### src/rtl/cpu7_tlb_dmw_pkg.sv
// Shared constants for the cpu7 direct-mapped-window translation unit:
// config field offsets, the mode register index, MAT encodings and the refill code.
package cpu7_tlb_dmw_pkg;

   localparam int WIN_EN_BIT   = 8;
   localparam int WIN_VSEG_LSB = 5;
   localparam int WIN_PSEG_LSB = 2;
   localparam int WIN_MAT_LSB  = 0;

   localparam int MODE_DA_BIT  = 2;
   localparam int MODE_MAT_LSB = 0;

   localparam logic [2:0] CFG_IDX_MODE = 3'd7;
   localparam logic [5:0] EXC_NONE     = 6'h00;
   localparam logic [5:0] EXC_REFILL   = 6'h3F;

   localparam logic [1:0] MAT_SUC = 2'b00;
   localparam logic [1:0] MAT_CC  = 2'b01;

   typedef struct packed {
      logic       en;
      logic [2:0] vseg;
      logic [2:0] pseg;
      logic [1:0] mat;
   } win_t;

   function automatic win_t f_unpack_win(input logic [8:0] d);
      win_t w;
      w.en   = d[WIN_EN_BIT];
      w.vseg = d[WIN_VSEG_LSB +: 3];
      w.pseg = d[WIN_PSEG_LSB +: 3];
      w.mat  = d[WIN_MAT_LSB +: 2];
      return w;
   endfunction

endpackage

### src/rtl/cpu7_tlb_dmw_if.sv
// Config write port plus per-channel translation request/result bundle.
interface cpu7_tlb_dmw_if #(
   parameter int NCH    = 2,
   parameter int GRLEN  = 32,
   parameter int PABITS = 32
) ();
   logic                    cfg_wen;
   logic [2:0]              cfg_idx;
   logic [8:0]              cfg_wdata;
   logic [NCH-1:0]          tlb_req;
   logic [NCH*GRLEN-1:0]    tlb_vaddr;
   logic [NCH-1:0]          tlb_cancel;
   logic [NCH-1:0]          tlb_finish;
   logic [NCH-1:0]          tlb_hit;
   logic [NCH*PABITS-1:0]   tlb_paddr;
   logic [NCH-1:0]          tlb_uncache;
   logic [NCH*6-1:0]        tlb_exccode;

   modport master (
      output cfg_wen, cfg_idx, cfg_wdata, tlb_req, tlb_vaddr, tlb_cancel,
      input  tlb_finish, tlb_hit, tlb_paddr, tlb_uncache, tlb_exccode
   );

   modport slave (
      input  cfg_wen, cfg_idx, cfg_wdata, tlb_req, tlb_vaddr, tlb_cancel,
      output tlb_finish, tlb_hit, tlb_paddr, tlb_uncache, tlb_exccode
   );
endinterface

### src/rtl/cpu7_tlb_dmw_pipe.sv
// One channel's LAT-deep result pipeline: valid chain with flush-on-cancel,
// data chain that only advances behind a live request so idle outputs hold.
module cpu7_tlb_dmw_pipe #(
   parameter int LAT = 1,
   parameter int DW  = 40
) (
   input  logic          clk,
   input  logic          resetn,
   input  logic          i_valid,
   input  logic          i_cancel,
   input  logic [DW-1:0] i_data,
   output logic          o_valid,
   output logic [DW-1:0] o_data
);

   logic [LAT-1:0]         r_vld;
   logic [LAT-1:0][DW-1:0] r_data;

   // Valid chain; cancel also kills the request arriving this cycle
   always_ff @(posedge clk or negedge resetn) begin
      if (!resetn) begin
         r_vld <= '0;
      end else if (i_cancel) begin
         r_vld <= '0;
      end else begin
         r_vld[0] <= i_valid;
         for (int s = 1; s < LAT; s++) begin
            r_vld[s] <= r_vld[s-1];
         end
      end
   end

   // Data chain, moves only with a surviving valid
   always_ff @(posedge clk or negedge resetn) begin
      if (!resetn) begin
         r_data <= '0;
      end else begin
         if (i_valid && !i_cancel) begin
            r_data[0] <= i_data;
         end
         for (int s = 1; s < LAT; s++) begin
            if (r_vld[s-1] && !i_cancel) begin
               r_data[s] <= r_data[s-1];
            end
         end
      end
   end

   assign o_valid = r_vld[LAT-1];
   assign o_data  = r_data[LAT-1];

endmodule

### src/rtl/cpu7_tlb_dmw.sv
// Direct-mapped-window address translation for NCH channels: config registers,
// stage-0 window lookup per channel, and a registered LAT-cycle result pipeline.
module cpu7_tlb_dmw
   import cpu7_tlb_dmw_pkg::*;
#(
   parameter int NCH    = 2,
   parameter int NWIN   = 2,
   parameter int GRLEN  = 32,
   parameter int PABITS = 32,
   parameter int LAT    = 1
) (
   input  logic           clk,
   input  logic           resetn,
   cpu7_tlb_dmw_if.slave  bus
);

   // Result word: {hit, uncache, exccode[5:0], paddr}
   localparam int DW = PABITS + 8;

   win_t [NWIN-1:0] r_win;
   logic            r_da;
   logic [1:0]      r_mode_mat;

   // Config registers; unknown indices fall through both branches untouched
   always_ff @(posedge clk or negedge resetn) begin
      if (!resetn) begin
         r_win      <= '0;
         r_da       <= 1'b1;
         r_mode_mat <= MAT_CC;
      end else if (bus.cfg_wen) begin
         if (bus.cfg_idx == CFG_IDX_MODE) begin
            r_da       <= bus.cfg_wdata[MODE_DA_BIT];
            r_mode_mat <= bus.cfg_wdata[MODE_MAT_LSB +: 2];
         end else begin
            for (int w = 0; w < NWIN; w++) begin
               if (bus.cfg_idx == 3'(w)) begin
                  r_win[w] <= f_unpack_win(bus.cfg_wdata);
               end
            end
         end
      end
   end

   for (genvar c = 0; c < NCH; c++) begin : g_ch
      logic [GRLEN-1:0]  w_va;
      logic [NWIN-1:0]   w_match;
      logic              w_any;
      logic [2:0]        w_pseg;
      logic [1:0]        w_mat;
      logic [PABITS-1:0] w_pa;
      logic              w_hit;
      logic              w_unc;
      logic [5:0]        w_exc;
      logic [DW-1:0]     w_res;
      logic              w_vld;
      logic [DW-1:0]     w_q;

      assign w_va = bus.tlb_vaddr[c*GRLEN +: GRLEN];

      // Stage-0 lookup; scanning from the top down leaves the lowest matching window selected
      always_comb begin
         w_match = '0;
         w_any   = 1'b0;
         w_pseg  = 3'b000;
         w_mat   = 2'b00;
         w_pa    = '0;
         w_hit   = 1'b0;
         w_unc   = 1'b0;
         w_exc   = EXC_REFILL;
         for (int w = NWIN - 1; w >= 0; w--) begin
            w_match[w] = r_win[w].en && (w_va[GRLEN-1 -: 3] == r_win[w].vseg);
            w_pseg     = w_match[w] ? r_win[w].pseg : w_pseg;
            w_mat      = w_match[w] ? r_win[w].mat  : w_mat;
            w_any      = w_any | w_match[w];
         end
         if (r_da) begin
            w_pa  = w_va[PABITS-1:0];
            w_hit = 1'b1;
            w_unc = (r_mode_mat == MAT_SUC);
            w_exc = EXC_NONE;
         end else if (w_any) begin
            w_pa              = w_va[PABITS-1:0];
            w_pa[PABITS-1 -: 3] = w_pseg;
            w_hit             = 1'b1;
            w_unc             = (w_mat == MAT_SUC);
            w_exc             = EXC_NONE;
         end else begin
            w_pa  = '0;
            w_hit = 1'b0;
            w_unc = 1'b0;
            w_exc = EXC_REFILL;
         end
      end

      assign w_res = {w_hit, w_unc, w_exc, w_pa};

      cpu7_tlb_dmw_pipe #(
         .LAT (LAT),
         .DW  (DW)
      ) u_pipe (
         .clk      (clk),
         .resetn   (resetn),
         .i_valid  (bus.tlb_req[c]),
         .i_cancel (bus.tlb_cancel[c]),
         .i_data   (w_res),
         .o_valid  (w_vld),
         .o_data   (w_q)
      );

      assign bus.tlb_finish[c]                  = w_vld;
      assign bus.tlb_hit[c]                     = w_q[DW-1];
      assign bus.tlb_uncache[c]                 = w_q[DW-2];
      assign bus.tlb_exccode[c*6 +: 6]          = w_q[PABITS +: 6];
      assign bus.tlb_paddr[c*PABITS +: PABITS]  = w_q[PABITS-1:0];
   end

endmodule

### src/flat_wrapper.sv
// flat-port wrapper written by rule: the top's interface ports become plain ports
module cpu7_tlb_dmw_flat import cpu7_tlb_dmw_pkg::*;
#(
   parameter int NCH    = 2,
   parameter int NWIN   = 2,
   parameter int GRLEN  = 32,
   parameter int PABITS = 32,
   parameter int LAT    = 1
)
  (clk, resetn, bus_cfg_wen, bus_cfg_idx, bus_cfg_wdata, bus_tlb_req, bus_tlb_vaddr, bus_tlb_cancel, bus_tlb_finish, bus_tlb_hit, bus_tlb_paddr, bus_tlb_uncache, bus_tlb_exccode);
  cpu7_tlb_dmw_if #(.NCH(NCH), .GRLEN(GRLEN), .PABITS(PABITS)) bus_i ();
  input  logic clk;
  input  logic resetn;
  input wire logic [$bits(bus_i.cfg_wen)-1:0] bus_cfg_wen;
  input wire logic [$bits(bus_i.cfg_idx)-1:0] bus_cfg_idx;
  input wire logic [$bits(bus_i.cfg_wdata)-1:0] bus_cfg_wdata;
  input wire logic [$bits(bus_i.tlb_req)-1:0] bus_tlb_req;
  input wire logic [$bits(bus_i.tlb_vaddr)-1:0] bus_tlb_vaddr;
  input wire logic [$bits(bus_i.tlb_cancel)-1:0] bus_tlb_cancel;
  output wire logic [$bits(bus_i.tlb_finish)-1:0] bus_tlb_finish;
  output wire logic [$bits(bus_i.tlb_hit)-1:0] bus_tlb_hit;
  output wire logic [$bits(bus_i.tlb_paddr)-1:0] bus_tlb_paddr;
  output wire logic [$bits(bus_i.tlb_uncache)-1:0] bus_tlb_uncache;
  output wire logic [$bits(bus_i.tlb_exccode)-1:0] bus_tlb_exccode;
  assign bus_i.cfg_wen = bus_cfg_wen;
  assign bus_i.cfg_idx = bus_cfg_idx;
  assign bus_i.cfg_wdata = bus_cfg_wdata;
  assign bus_i.tlb_req = bus_tlb_req;
  assign bus_i.tlb_vaddr = bus_tlb_vaddr;
  assign bus_i.tlb_cancel = bus_tlb_cancel;
  assign bus_tlb_finish = bus_i.tlb_finish;
  assign bus_tlb_hit = bus_i.tlb_hit;
  assign bus_tlb_paddr = bus_i.tlb_paddr;
  assign bus_tlb_uncache = bus_i.tlb_uncache;
  assign bus_tlb_exccode = bus_i.tlb_exccode;
  cpu7_tlb_dmw #(.NCH(NCH), .NWIN(NWIN), .GRLEN(GRLEN), .PABITS(PABITS), .LAT(LAT)) u_core (.clk(clk), .resetn(resetn), .bus(bus_i));
endmodule
### config.mk
export PLATFORM = sky130hd
export DESIGN_NAME = cpu7_tlb_dmw_flat
export DESIGN_NICKNAME = d
export VERILOG_FILES = /design/src/rtl/cpu7_tlb_dmw_pkg.sv /design/src/rtl/cpu7_tlb_dmw_if.sv /design/src/rtl/cpu7_tlb_dmw_pipe.sv /design/src/rtl/cpu7_tlb_dmw.sv /design/src/flat_wrapper.sv
export SDC_FILE = /design/constraint.sdc
export NUM_CORES = 1
export LEC_CHECK = 0
export BUFFER_PORTS_ARGS = -buffer_cell sky130_fd_sc_hd__buf_4
export CORE_ASPECT_RATIO = 1.2
export CORE_MARGIN = 1.5
export CORE_UTILIZATION = 53
export CTS_BUF_LIST = sky130_fd_sc_hd__clkbuf_2
export DETAILED_ROUTE_END_ITERATION = 16
export GPL_TIMING_DRIVEN = 0
export PLACE_DENSITY_LB_ADDON = 0.25
export REMOVE_ABC_BUFFERS = 1
export SLEW_MARGIN = 15
export SYNTH_ARGS = -nofsm -noshare
export SYNTH_HDL_FRONTEND = slang
export SYNTH_HIERARCHICAL = 1
export SYNTH_SLANG_ARGS = --single-unit
### constraint.sdc
create_clock -name clk -period 2.4 [get_ports clk]
set_input_delay 0 -clock clk [delete_from_list [all_inputs] [get_ports clk]]
set_output_delay 0 -clock clk [all_outputs]
set_load 0.02 [all_outputs]
Word level (Yosys, flattened, before mapping). Cells that the tools add are included.

Equal/unequal tests: 6. Mux-type cells: 26. Bitwise operators: 3. Reduce and logical (&&, ||, !) cells: 15.

Operators by type and width (count): 32-bit 2-to-1 mux (4); 6-bit 2-to-1 mux (4); 3-bit equality test (4); 3-bit 2-to-1 mux (4); 1-bit 2-to-1 mux (10); 2-bit 2-to-1 mux (4); 1-bit logical AND (6); 2-bit logical NOT (3); 3-bit AND reduction (2); 3-bit by 1-bit equality test with 1-bit output (second input constant) (1); 3-bit equality test (second input constant) (1); 3-bit logical NOT (1); 1-bit logical NOT (2); 1-bit bitwise OR (2); 2-bit AND reduction (1); 1-bit NOT (1).

Register bits: 103. Output and inout bits: 82.

Depth between registers and ports, before layout. Gate-level depths: netlist of run 1.

Word-level depth: 7. Gate-level depth with buffers: 6. Gate-level depth less buffers: 5.

By module. The synthesis of run 1 kept the hierarchy.

Modules (own cells, without submodules): cpu7_tlb_dmw_pipe (instances 2, cells an instance 87, area each 1727.9 um^2, sequential area each 1026.0 um^2); cpu7_tlb_dmw (instances 1, cells an instance 165, area each 1710.4 um^2, sequential area each 528.0 um^2).

Worst setup path after synthesis of run 1. Ideal clock, no wire load.

Path type: flip-flop to flip-flop. From: register u_core/r_win[7] in the netlist's numbering. To: register u_core.g_ch[0].u_pipe.r_data, in the netlist u_core/g_ch[0].u_pipe/o_data[18]. Library setup time: 0.125 ns. Arrival time: 1.597 ns. Data required time: 2.275 ns. Slack: 0.678 ns. Cell stages (with the launch flop): 7. Buffers on the path: 1. Clock period less this slack: 1.722 ns. Cells stage by stage: dfrtp_1 > xnor2_1 > and4_4 > a311oi_4 > buf_6 > nor2b_2 > mux2_4.

Cells in the longest elaborated chain, start to end: 5.

Ends and longest elaborated chain: start: declaration (line cpu7_tlb_dmw.sv:20) `win_t [NWIN-1:0] r_win;`; start signal: indexed assignment (line cpu7_tlb_dmw.sv:37) `r_win[w] <= f_unpack_win(bus.cfg_wdata);`; 3-bit equality test (line cpu7_tlb_dmw.sv:71) `w_match[w] = r_win[w].en && (w_va[GRLEN-1 -: 3] == r_win[w].vseg);`; 1-bit logical AND (line cpu7_tlb_dmw.sv:71); 1-bit bitwise OR (line cpu7_tlb_dmw.sv:74) `w_any = w_any | w_match[w];`; 32-bit 2-to-1 mux (line cpu7_tlb_dmw.sv:81) `end else if (w_any) begin`; 32-bit 2-to-1 mux (line cpu7_tlb_dmw.sv:76) `if (r_da) begin`; net u_core.g_ch[0].w_pa[18] (line cpu7_tlb_dmw.sv:50) `logic [PABITS-1:0] w_pa;`; end signal: indexed assignment (line cpu7_tlb_dmw_pipe.sv:43) `r_data[s] <= r_data[s-1];`; end: declaration (line cpu7_tlb_dmw_pipe.sv:17) `logic [LAT-1:0][DW-1:0] r_data;`.

The timed path passes the listed nets, and every way through them passes these cells. A chain may end at the register's enable or synchronous reset.

Worst setup path after layout of run 1.
From: register u_core/r_win[7] in the netlist's numbering. To: register u_core.g_ch[0].u_pipe.r_data, in the netlist u_core/g_ch[0].u_pipe/o_data[4].

The elaborated chain is that of the path after synthesis.

==> results.md, run 1 <==
* Combinational family with the most area after synthesis: multiplexers
* Final clock skew at about 0.035 ns
* Grt ovf at 0
* Adder-Cell Fraction of Synth Area at 0%
* Register bit count reported by yosys at about 100
* Hold Vio Cnt, Final at 0
* Core footprint at approximately 9500 µm²
* Ys Warns at 6
* Sequential Power Share at 40.9%
* RSZ-0062 raised after global routing: false
* Placed inst area at roughly 6400 µm²
* Total GRT Usage at 26.93%
* Post-layout min period at roughly 2.3 ns
* Drt first pass iters at 4
* Maximum clock insertion buffer count at 2
* PwrDens at approximately 820 nW/µm²
* Sequential-to-total area share from yosys stat at between 40 and 50%
* Vias in the first global route at between 4000 and 5000
* R2r worst-path depth at 6
* Avg Vias per Cell at roughly 5
* Switching Power at approximately 2.1 mW
* GRT met2 Usage at 47.45%
* First-pass GRT wire length at ~21 mm
* Global Route met3 Usage at under 10%
* Die ar. at 10350 µm²
* Htree depth at 3
* Mapped Area at roughly 5200 µm²
* Gate power share at between 40% and 50%
* Max cap viols at 0
* Gpl congestion at approximately 0.87
* Pleak at roughly 3.6 nW
* Finished Layout Cells at a little over 700
* Syn_area_per_cell at 15.24 µm²
* PortBufs at about 160
* Antenna diodes at 0
* Fin crit share at between 90 and 100%
* CP required at 2.87 ns
* Worst Setup SP: u_core/r_win[7]
* Post-route antenna net violation count at 0
* CTS clk-pin slew, worst paths at 0.25 ns
* Layout cells sized above 1 at roughly 53%
* Setup Viol. Count Final at 0
* Distinct cells, synth at 40
* Initial antenna violation count at 0
* Hold WC Path Type: primary input to async pin
* HPWL after DPL at 7.870 mm
* Worst setup path end: u_core/g_ch[0].u_pipe/o_data[4]
* # rows at 39
* Most frequent cells in the layout: 165 x buf_4, 101 x dfrtp_1, 91 x dlygate4sd3_1, 78 x mux2_4, 41 x nor2b_1
* Synth Area in Simple Gates at 12.28%
* Top Usage Layer GRT: met2
* Reg-to-reg slack, setup at around 0.14 ns
* Switching part of the total at a little over a third
* Worst hold slack at between 0.06 and 0.07 ns
* Starting DRT DRC Count at 182
* DRC violations left at 0
* Count of pins over their slew limit at 0
* WP data arrival at around 2.7 ns
* CTS tree: done
* Clock latency on the worst-skew pair at 0.58 ns
* Io pins at between 150 and 200
* Worst Setup Path Type: flip-flop to flip-flop
* Clk sinks at 103
* Cells after synthesis at 339
* Final WL at 13.11 mm
* Max VDD drop at 0.3550 mV
* FF-to-FF End: u_core/g_ch[0].u_pipe/o_data[4]
* Via count at 3690
* Largest net degree at the start of global routing at 104
* R2r startpoint: u_core/r_win[7]
* Cell area after layout at 7498 µm²
* Clock root cell: clkbuf_2
* Status: completed
* Xor/xnor cell area share of the yosys netlist at roughly 2.2%
* CP startpoint kind: flip-flop
* Final nets at approximately 680
* Initial Util at between 50% and 60%
* Placed cell count at 614
* Die H at between 100 and 150 µm
* Crit. End Element: flip-flop
* CP Max Fanout at 16
* Synth Area in Compound Gates at approximately 2.5%
* Area Growth Syn to Fin at 45.14%
* Post-CTS sizing at 0
* Die Wd at about 93 µm
* Post-synthesis mux area share at between 20 and 30%
* Int Pwr at 4.004 mW
* Highest Clock Rate at ~440 MHz
* M1 GR Usage at between 30% and 40%
* Clock power share at ~14%
* Routed length per instance at 18.11 µm
* Slew HR at around two fifths
* Most common cell after layout, fill and taps aside: buf_4
* CTS buffer count at 9
* Worst-Margin Slew at a little over 0.9 ns
## through the flow
| stage | util (%) | total power [mW] | TNS, ns | worst slack (ns) |
|---|---|---|---|---|
| 2_1_floorplan | - | 3.969 | -3.227 | -0.2609 |
| 3_3_place_gp | 66.02 | 4.924 | -37.33 | -0.9808 |
| 3_5_place_dp | 67.51 | 5.062 | 0 | 0.1003 |
| 4_1_cts | 78.54 | 6.103 | 0 | 0.09663 |
| 5_1_grt | 78.80 | 6.451 | 0 | 0.04411 |
| 6_report | 78.80 | 6.133 | 0 | 0.1427 |
## layout make-up
| class | instances | area, µm² |
|---|---|---|
| Clock inverter | 5 | 73.82 |
| Timing Repair Buffer | 265 | 2312 |
| Fill cell | 548 | 2017 |
| Multi-Input combinational cell | 215 | 2316 |
| Clock buffer | 11 | 55.05 |
| Inverter | 2 | 7.507 |
| Sequential cell | 103 | 2580 |
| Tap cell | 123 | 153.9 |
## registers in the layout, summed over array words and instances, names as in the netlist
name and flops:
u_core/r_win 18, u_core/r_mode_mat 2, u_core/g_ch.u_pipe/o_data 80, u_core/r_da 1, u_core/g_ch.u_pipe/o_valid 2
## how the worst min path moves through the flow
stage                     start                                to  cells past startpoint
6_report                 resetn  u_core/g_ch[0].u_pipe/o_data[20]                      2
2_1_floorplan            resetn   u_core/g_ch[0].u_pipe/o_data[0]                      0
3_5_place_dp             resetn  u_core/g_ch[0].u_pipe/o_data[20]                      1
4_1_cts          bus_tlb_req[0]  u_core/g_ch[0].u_pipe/o_data[29]                      4
3_3_place_gp   bus_cfg_wdata[5]                   u_core/r_win[5]                      2
5_1_grt                  resetn  u_core/g_ch[0].u_pipe/o_data[20]                      2
## critical path: stages (launching register included)
cell      delay (ns)
dfrtp_1         0.48
xnor2_1         0.17
and4_4          0.22
a311oi_4        0.69
buf_8           0.25
nor2b_1         0.08
mux2_4          0.27
## repair_timing
item / 4_1_cts / 5_1_grt
hold buffers: 91 / 1
endpoints found under the hold margin: 198 / 1
buffers inserted: 0 / 2
setup endpoints to repair: 0 / 1
## layer usage
| layer | wire length, µm | share of wire, % |
|---|---|---|
| met1 | 5100 | 39 |
| met2 | 7012 | 53 |
| met3 | 704 | 5.4 |
| met4 | 293 | 2.2 |
| met5 | 0 | 0 |
## cell usage after synthesis
master / number / area share (%)
nor3_2: 1 / 0.19
a22o_1: 3 / 0.51
a21o_1: 3 / 0.44
clkbuf_1: 1 / 0.073
dfstp_2: 2 / 1.0
buf_6: 8 / 1.7
inv_1: 1 / 0.073
nor2b_4: 2 / 0.53
nor3b_2: 1 / 0.24
o41ai_1: 1 / 0.17
nor4b_4: 1 / 0.46
a21oi_1: 2 / 0.19
and4_4: 1 / 0.22
or3_1: 1 / 0.12
nor4b_2: 1 / 0.29
nand2_1: 3 / 0.22
nor3_1: 2 / 0.19
nor4_2: 1 / 0.24
o31ai_1: 1 / 0.15
a311oi_4: 1 / 0.51
and2_1: 3 / 0.36
nor2b_1: 41 / 5.0
mux2_2: 23 / 5.0
mux2_4: 78 / 23
and2b_1: 1 / 0.15
and3_1: 1 / 0.12
nor4_1: 1 / 0.12
nand2b_1: 3 / 0.36
nor2_1: 2 / 0.15
inv_2: 1 / 0.073
nor3b_1: 2 / 0.29
buf_12: 8 / 3.1
nand3_1: 1 / 0.097
xor2_1: 6 / 1.0
nor2b_2: 16 / 2.7
a221o_1: 3 / 0.58
dfrtp_1: 101 / 49
buf_4: 2 / 0.29
xnor2_1: 7 / 1.2
nand4_1: 2 / 0.24
## logic make-up (layout without fill, tap and decap cells)
| family | count (synthesis) | in the layout |
|---|---|---|
| xor gates and xnor gates | 13 | 13 |
| AOI/OAI and AO/OA | 14 | 14 |
| and+or+nand+nor | 87 | 87 |
| muxes | 101 | 101 |
| DFF | 103 | 103 |
| buffers and inverters | 21 | 283 |
## power groups by stage
stage | clock network [mW] | registers, mW | logic (mW)
final | 0.892 | 2.51 | 2.73
after global routing | 1.00 | 2.57 | 2.88
after detailed placement | 0 | 2.53 | 2.53
after global placement | 0 | 2.50 | 2.43
after floorplan | 0 | 2.94 | 1.03
after CTS | 0.918 | 2.49 | 2.69
No activity file was read; power rests on OpenSTA's default activity.
==> run 2: changes to the inputs <==
--- a/config.mk
+++ b/config.mk
@@ -11,8 +11,7 @@
 export CORE_UTILIZATION = 53
 export CTS_BUF_LIST = sky130_fd_sc_hd__clkbuf_2
 export DETAILED_ROUTE_END_ITERATION = 16
-export GPL_TIMING_DRIVEN = 0
-export PLACE_DENSITY_LB_ADDON = 0.25
+export PLACE_DENSITY = 0.83
 export REMOVE_ABC_BUFFERS = 1
 export SLEW_MARGIN = 15
 export SYNTH_ARGS = -nofsm -noshare
==> results.md, run 2 (synthesis results as in run 1) <==
* Cell family with most CP delay: buffers and inverters
* Cell area after layout at 7569 µm²
* CP required at just under 3 ns
* Die Wd at between 90 and 100 µm
* Most common cell after layout, fill and taps aside: buf_4
* Int Pwr at approximately 4.0 mW
* Switching part of the total at about a third
* Initial antenna violation count at 0
* Drt first pass iters at 4
* Setup Viol. Count Final at 0
* Largest stage delay, worst path at 0.57 ns
* Post-layout min period at roughly 2.3 ns
* CP Max Fanout at 36
* Gpl congestion at about 0.88
* Total GRT Usage at 27.57%
* Worst Setup Path Type: flip-flop to flip-flop
* Slew HR at about half
* # rows at 39
* Maximum clock insertion buffer count at 2
* Max VDD drop at 0.4851 mV
* Clock latency on the worst-skew pair at 0.62 ns
* Starting DRT DRC Count at 216
* Die H at roughly 110 µm
* CTS clk-pin slew, worst paths at between 0.2 and 0.3 ns
* PortBufs at about 160
* CP startpoint kind: flip-flop
* Largest net degree at the start of global routing at 55
* CTS tree: done
* Die ar. at roughly 10000 µm²
* Hold WC Path Type: primary input to flip-flop
* Crit path buf inv count at 2
* Max FFs per register at 80
* Placed inst area at around 6400 µm²
* Most frequent cells in the layout: 166 x buf_4, 101 x dfrtp_1, 99 x dlygate4sd3_1, 78 x mux2_4, 41 x nor2b_1
* Final WL at roughly 14 mm
* Core footprint at 9515 µm²
* Worst path slowest cell: dlygate4sd3_1
* Grt ovf at 0
* Post-route antenna net violation count at 0
* Max cap viols at 0
* Antenna diodes at 0
* Vias in the first global route at between 4000 and 5000
* Worst-Margin Slew at about 0.74 ns
* DRC violations left at 0
* Worst hold slack at a little over 0.09 ns
* Gate power share at 44.3%
* Status: completed
* CP cell instances: xor2_2, nor4b_4, nor3b_4, buf_12, nor2b_1, mux2_4, dlygate4sd3_1
* Count of pins over their slew limit at 0
* HPWL after DPL at about 8 mm
* Crit path depth at 7
* First-pass GRT wire length at approximately 22 mm
* Worst Setup SP: u_core/r_win[5]
* PwrDens at slightly above 800 nW/µm²
* Final clock skew at ~0.056 ns
* Htree depth at 3
* Io pins at 165
* Pleak at approximately 3.7 nW
* Hold path depth at 3
* Routed length per instance at 18.90 µm
* Fin crit share at 95.46%
* Fillcell total at a little over 500
* Crit. End Element: flip-flop
* Clk sinks at slightly above 100
* Initial Util at between 50% and 60%
* R2r worst-path depth at 7
* WP data arrival at approximately 2.8 ns
* Switching Power at between 2 and 2.5 mW
* Sequential Power Share at about two fifths
* R2r startpoint: u_core/r_win[5]
* Avg Vias per Cell at about 5.2
* Area Growth Syn to Fin at 46.50%
* Hold Vio Cnt, Final at 0
* Layout cells sized above 1 at a little over half
* Via count at 3772
* Highest Clock Rate at about 440 MHz
* Hold Startpoint: bus_tlb_req[0]
* Clock root cell: clkbuf_2
* CTS buffer count at 9
* Clock power share at 15.0%
* Final nets at 684
[run 2: layer usage]
metal | track usage, % | share of wire (%) | up-vias
li1 | - | - | 1699
met1 | 31.03 | 37 | 1887
met2 | 47.45 | 53 | 133
met3 | 3.841 | 4.1 | 53
met4 | 18.89 | 5.9 | 0
met5 | 0 | 0 | -
[run 2: what timing repair did]
item	4_1_cts	5_1_grt
hold endpoints to repair	191	0
endpoints found under the setup margin	0	11
setup buffers	0	0
hold buffers	100	0
resized for setup	0	4
[run 2: worst reg2reg max path, delay by kind of cell (launching register included)]
family                    cells  cell delay, ns
DFF                           1            0.49
muxes                         1            0.26
and+or+nand+nor               3            0.41
buffers and inverters         2            0.80
xor gates and xnor gates      1            0.27
[run 2: area by class of cell]
class                           instances  area (µm²)  area share, %
Inverter                                2       7.507        0.09919
Clock buffer                           10       50.05         0.6613
Multi-Input combinational cell        215        2347          31.01
Timing Repair Buffer                  270        2345          30.98
Tap cell                              123       153.9          2.033
Sequential cell                       103        2580          34.09
Clock inverter                          6       85.08          1.124
[run 2: path summary, 6_finish.rpt]
| kind | end | slack (ns) |
|---|---|---|
| max | u_core/g_ch[1].u_pipe/o_data[7] | 0.11 |
| min | u_core/g_ch[0].u_pipe/o_valid | 0.09 |
| max reg2reg | u_core/g_ch[1].u_pipe/o_data[7] | 0.11 |
| min reg2reg | u_core/g_ch[0].u_pipe/o_data[24] | 0.54 |
| max in group asynchronous | u_core/r_mode_mat[0] | 1.59 |
| min in group asynchronous | u_core/g_ch[1].u_pipe/o_data[23] | 0.47 |
[run 2: power groups by stage]
stage	sequential (mW)	clock, mW	combinational (mW)
2_1_floorplan	2.94	0	1.03
3_3_place_gp	2.52	0	2.45
3_5_place_dp	2.54	0	2.49
4_1_cts	2.50	0.936	2.70
5_1_grt	2.58	1.02	2.90
6_report	2.53	0.937	2.76
[run 2: through the flow]
stage / TNS (ns) / setup slack (ns) / utilization, % / total power [mW] / cells
after global routing: -0.06551 / -0.01676 / 79.54 / 6.506 / 729
after detailed placement: 0 / 0.5338 / 67.09 / 5.032 / 613
after global placement: 0 / 0.5724 / 67.09 / 4.969 / 613
after CTS: 0 / 0.04533 / 79.21 / 6.143 / 729
final: 0 / 0.1089 / 79.54 / 6.226 / 729
after floorplan: -3.227 / -0.2609 / - / 3.969 / 320
==> run 3: changes to the inputs <==
--- a/config.mk
+++ b/config.mk
@@ -8,10 +8,9 @@
 export BUFFER_PORTS_ARGS = -buffer_cell sky130_fd_sc_hd__buf_4
 export CORE_ASPECT_RATIO = 1.2
 export CORE_MARGIN = 1.5
-export CORE_UTILIZATION = 53
-export CTS_BUF_LIST = sky130_fd_sc_hd__clkbuf_2
+export CORE_UTILIZATION = 52
 export DETAILED_ROUTE_END_ITERATION = 16
-export PLACE_DENSITY = 0.83
+export PLACE_DENSITY = 0.81
 export REMOVE_ABC_BUFFERS = 1
 export SLEW_MARGIN = 15
 export SYNTH_ARGS = -nofsm -noshare
==> results.md, run 3 (synthesis results as in run 1) <==
* Max layer used: met4
* Worst setup path end: u_core/g_ch[1].u_pipe/o_data[0]
* Antenna diodes at 0
* Die ar. at between 10000 and 15000 µm²
* Post-Place Setup Slack at around 0.53 ns
* Max cap viols at 0
* Status: completed
* Initial Util at a little over half
* First-pass GRT wire length at about 18 mm
* Hold Startpoint: bus_tlb_vaddr[18]
* CTS clk-pin slew, worst paths at ~0.07 ns
* Clock root cell: clkbuf_16
* Final nets at 600
* Htree depth at 3
* Clock power share at a little over a fifth
* Crit path depth at 6
* Maximum clock insertion buffer count at 2
* Gpl congestion at roughly 0.9
* Max VDD drop at 0.4141 mV
* Setup Viol. Count Final at 0
* Most common cell after layout, fill and taps aside: buf_4
* R2r startpoint: u_core/r_win[6]
* Placed inst area at 6391 µm²
* CP startpoint kind: flip-flop
* DRC violations left at 0
* Layout cells sized above 1 at about three fifths
* WP data arrival at 2.09 ns
* Gate power share at approximately two fifths
* Final clock skew at ~0.0049 ns
* Switching Power at around 2.1 mW
* Crit. End Element: flip-flop
* CP required at 2.62 ns
* CTS tree: done
* FF-to-FF End: u_core/g_ch[1].u_pipe/o_data[0]
* Vias in the first global route at about 3500
* Drt first pass iters at 4
* Cell family with most CP delay: simple AND/OR/NAND/NOR gates
* Worst Setup Path Type: flip-flop to flip-flop
* Met2 WL at about 5.9 mm
* Metal3 WL at between 400 and 500 µm
* Largest stage delay, worst path at 0.41 ns
* Max FFs per register at 80
* CP Max Fanout at 36
* Clk sinks at ~100
* PortBufs at around 160
* Met1 Wirelength at approximately 4.5 mm
* Switching part of the total at roughly a third
* Int Pwr at 4.265 mW
* # rows at 39
* Slew HR at about 44%
* Grt ovf at 0
* Via count at around 3300
* HPWL after DPL at slightly above 8 mm
* Routed length per instance at between 15 and 20 µm
* CP cell instances: xor2_1, nor4b_2, nor3b_4, buf_12, and2b_1, mux2_4
* Cell area after layout at ~6800 µm²
* Largest net degree at the start of global routing at between 40 and 50
* Final WL at ~11 mm
* Die H at around 110 µm
* Avg Vias per Cell at between 5 and 6
* R2r worst-path depth at 6
* PnR worst setup slack at about 0.53 ns
* Post-layout min period at ~1.9 ns
* Layout Utilization at 70.91%
* Fin crit share at between 70% and 80%
* Setup Total Neg Slack at 0 ns
* Count of pins over their slew limit at 0
* Crit path buf inv count at 1
* Highest Clock Rate at between 500 and 600 MHz
* Most frequent cells in the layout: 167 x buf_4, 101 x dfrtp_1, 78 x mux2_4, 41 x nor2b_1, 23 x mux2_2
* Pleak at approximately 3.3 nW
* Core footprint at about 9600 µm²
* CTS buffer count at 9
* PwrDens at approximately 940 nW/µm²
* Total GRT Usage at approximately 22%
* Io pins at about 170
* Die Wd at 93.99 µm
* Worst Setup SP: u_core/r_win[6]
* Worst-Margin Slew at 0.8337 ns
* Worst hold slack at ~0.011 ns
* Clock latency on the worst-skew pair at between 0.3 and 0.4 ns
* Initial antenna violation count at 0
* RSZ-0062 raised after global routing: false
* Reg-to-reg slack, setup at approximately 0.53 ns
* Area Growth Syn to Fin at 31.94%
* Worst path slowest cell: dfrtp_1
* Hold WC Path Type: primary input to flip-flop
* Sequential Power Share at 39.3%
* Post-route antenna net violation count at 0
* Starting DRT DRC Count at about 110
* Hold Vio Cnt, Final at 0
==> run 3: cell types whose count changed in the layout (fill, tap and decap cells not counted), moves of 2 or more <==
cell / before / now
xor2_1: 3 / 6
clkinv_2: 0 / 3
clkinv_1: 2 / 0
clkbuf_2: 10 / 0
dlygate4sd3_1: 99 / 15
bufinv_16: 2 / 0
clkbuf_16: 0 / 9
xor2_2: 3 / 0
==> run 3: how the worst min path moves through the flow <==
stage	end	slack, ns	cells past startpoint
2_1_floorplan	u_core/g_ch[0].u_pipe/o_data[0]	-0.30	0
3_3_place_gp	u_core/g_ch[0].u_pipe/o_data[26]	-0.12	1
3_5_place_dp	u_core/g_ch[0].u_pipe/o_data[26]	-0.12	1
4_1_cts	u_core/g_ch[0].u_pipe/o_data[18]	0.0008	3
5_1_grt	u_core/g_ch[1].u_pipe/o_data[22]	0.01	3
6_report	u_core/g_ch[0].u_pipe/o_data[18]	0.01	3
==> run 3: worst min-delay path, stage by stage <==
cell	delay [ns]
buf_4	0.07
nor2b_2	0.11
mux2_4	0.14
==> run 3: layout make-up <==
cell class                      count  area [µm²]
Clock inverter                      5       32.53
Sequential cell                   103        2580
Clock buffer                       11       242.7
Fill cell                         650        2796
Inverter                            2       7.507
Timing Repair Buffer              186        1484
Multi-Input combinational cell    215        2316
Tap cell                          123       153.9
==> run 3: timing repair <==
action	CTS	global route
gates resized for setup	0	0
endpoints found under the hold margin	79	0
buffers inserted	0	0
hold buffers	15	0
==> run 3: per-layer routing <==
layer / vias up / GRT usage (%)
met1: 1672 / 27.32
li1: 1533 / -
met3: 30 / 2.913
met4: 0 / 12.64
met2: 98 / 37.00
met5: - / 0
==> run 3: per-stage QoR <==
step	total power, mW	instances
2_1_floorplan	3.969	320
3_3_place_gp	4.966	614
3_5_place_dp	5.040	614
4_1_cts	6.432	645
5_1_grt	6.691	645
6_report	6.385	645
==> run 3: power by group through the flow <==
stage	combinational [mW]	sequential [mW]	clock [mW]
6_report	2.52	2.51	1.35
5_1_grt	2.67	2.56	1.46
4_1_cts	2.54	2.51	1.38
3_5_place_dp	2.51	2.53	0
3_3_place_gp	2.45	2.51	0
2_1_floorplan	1.03	2.94	0
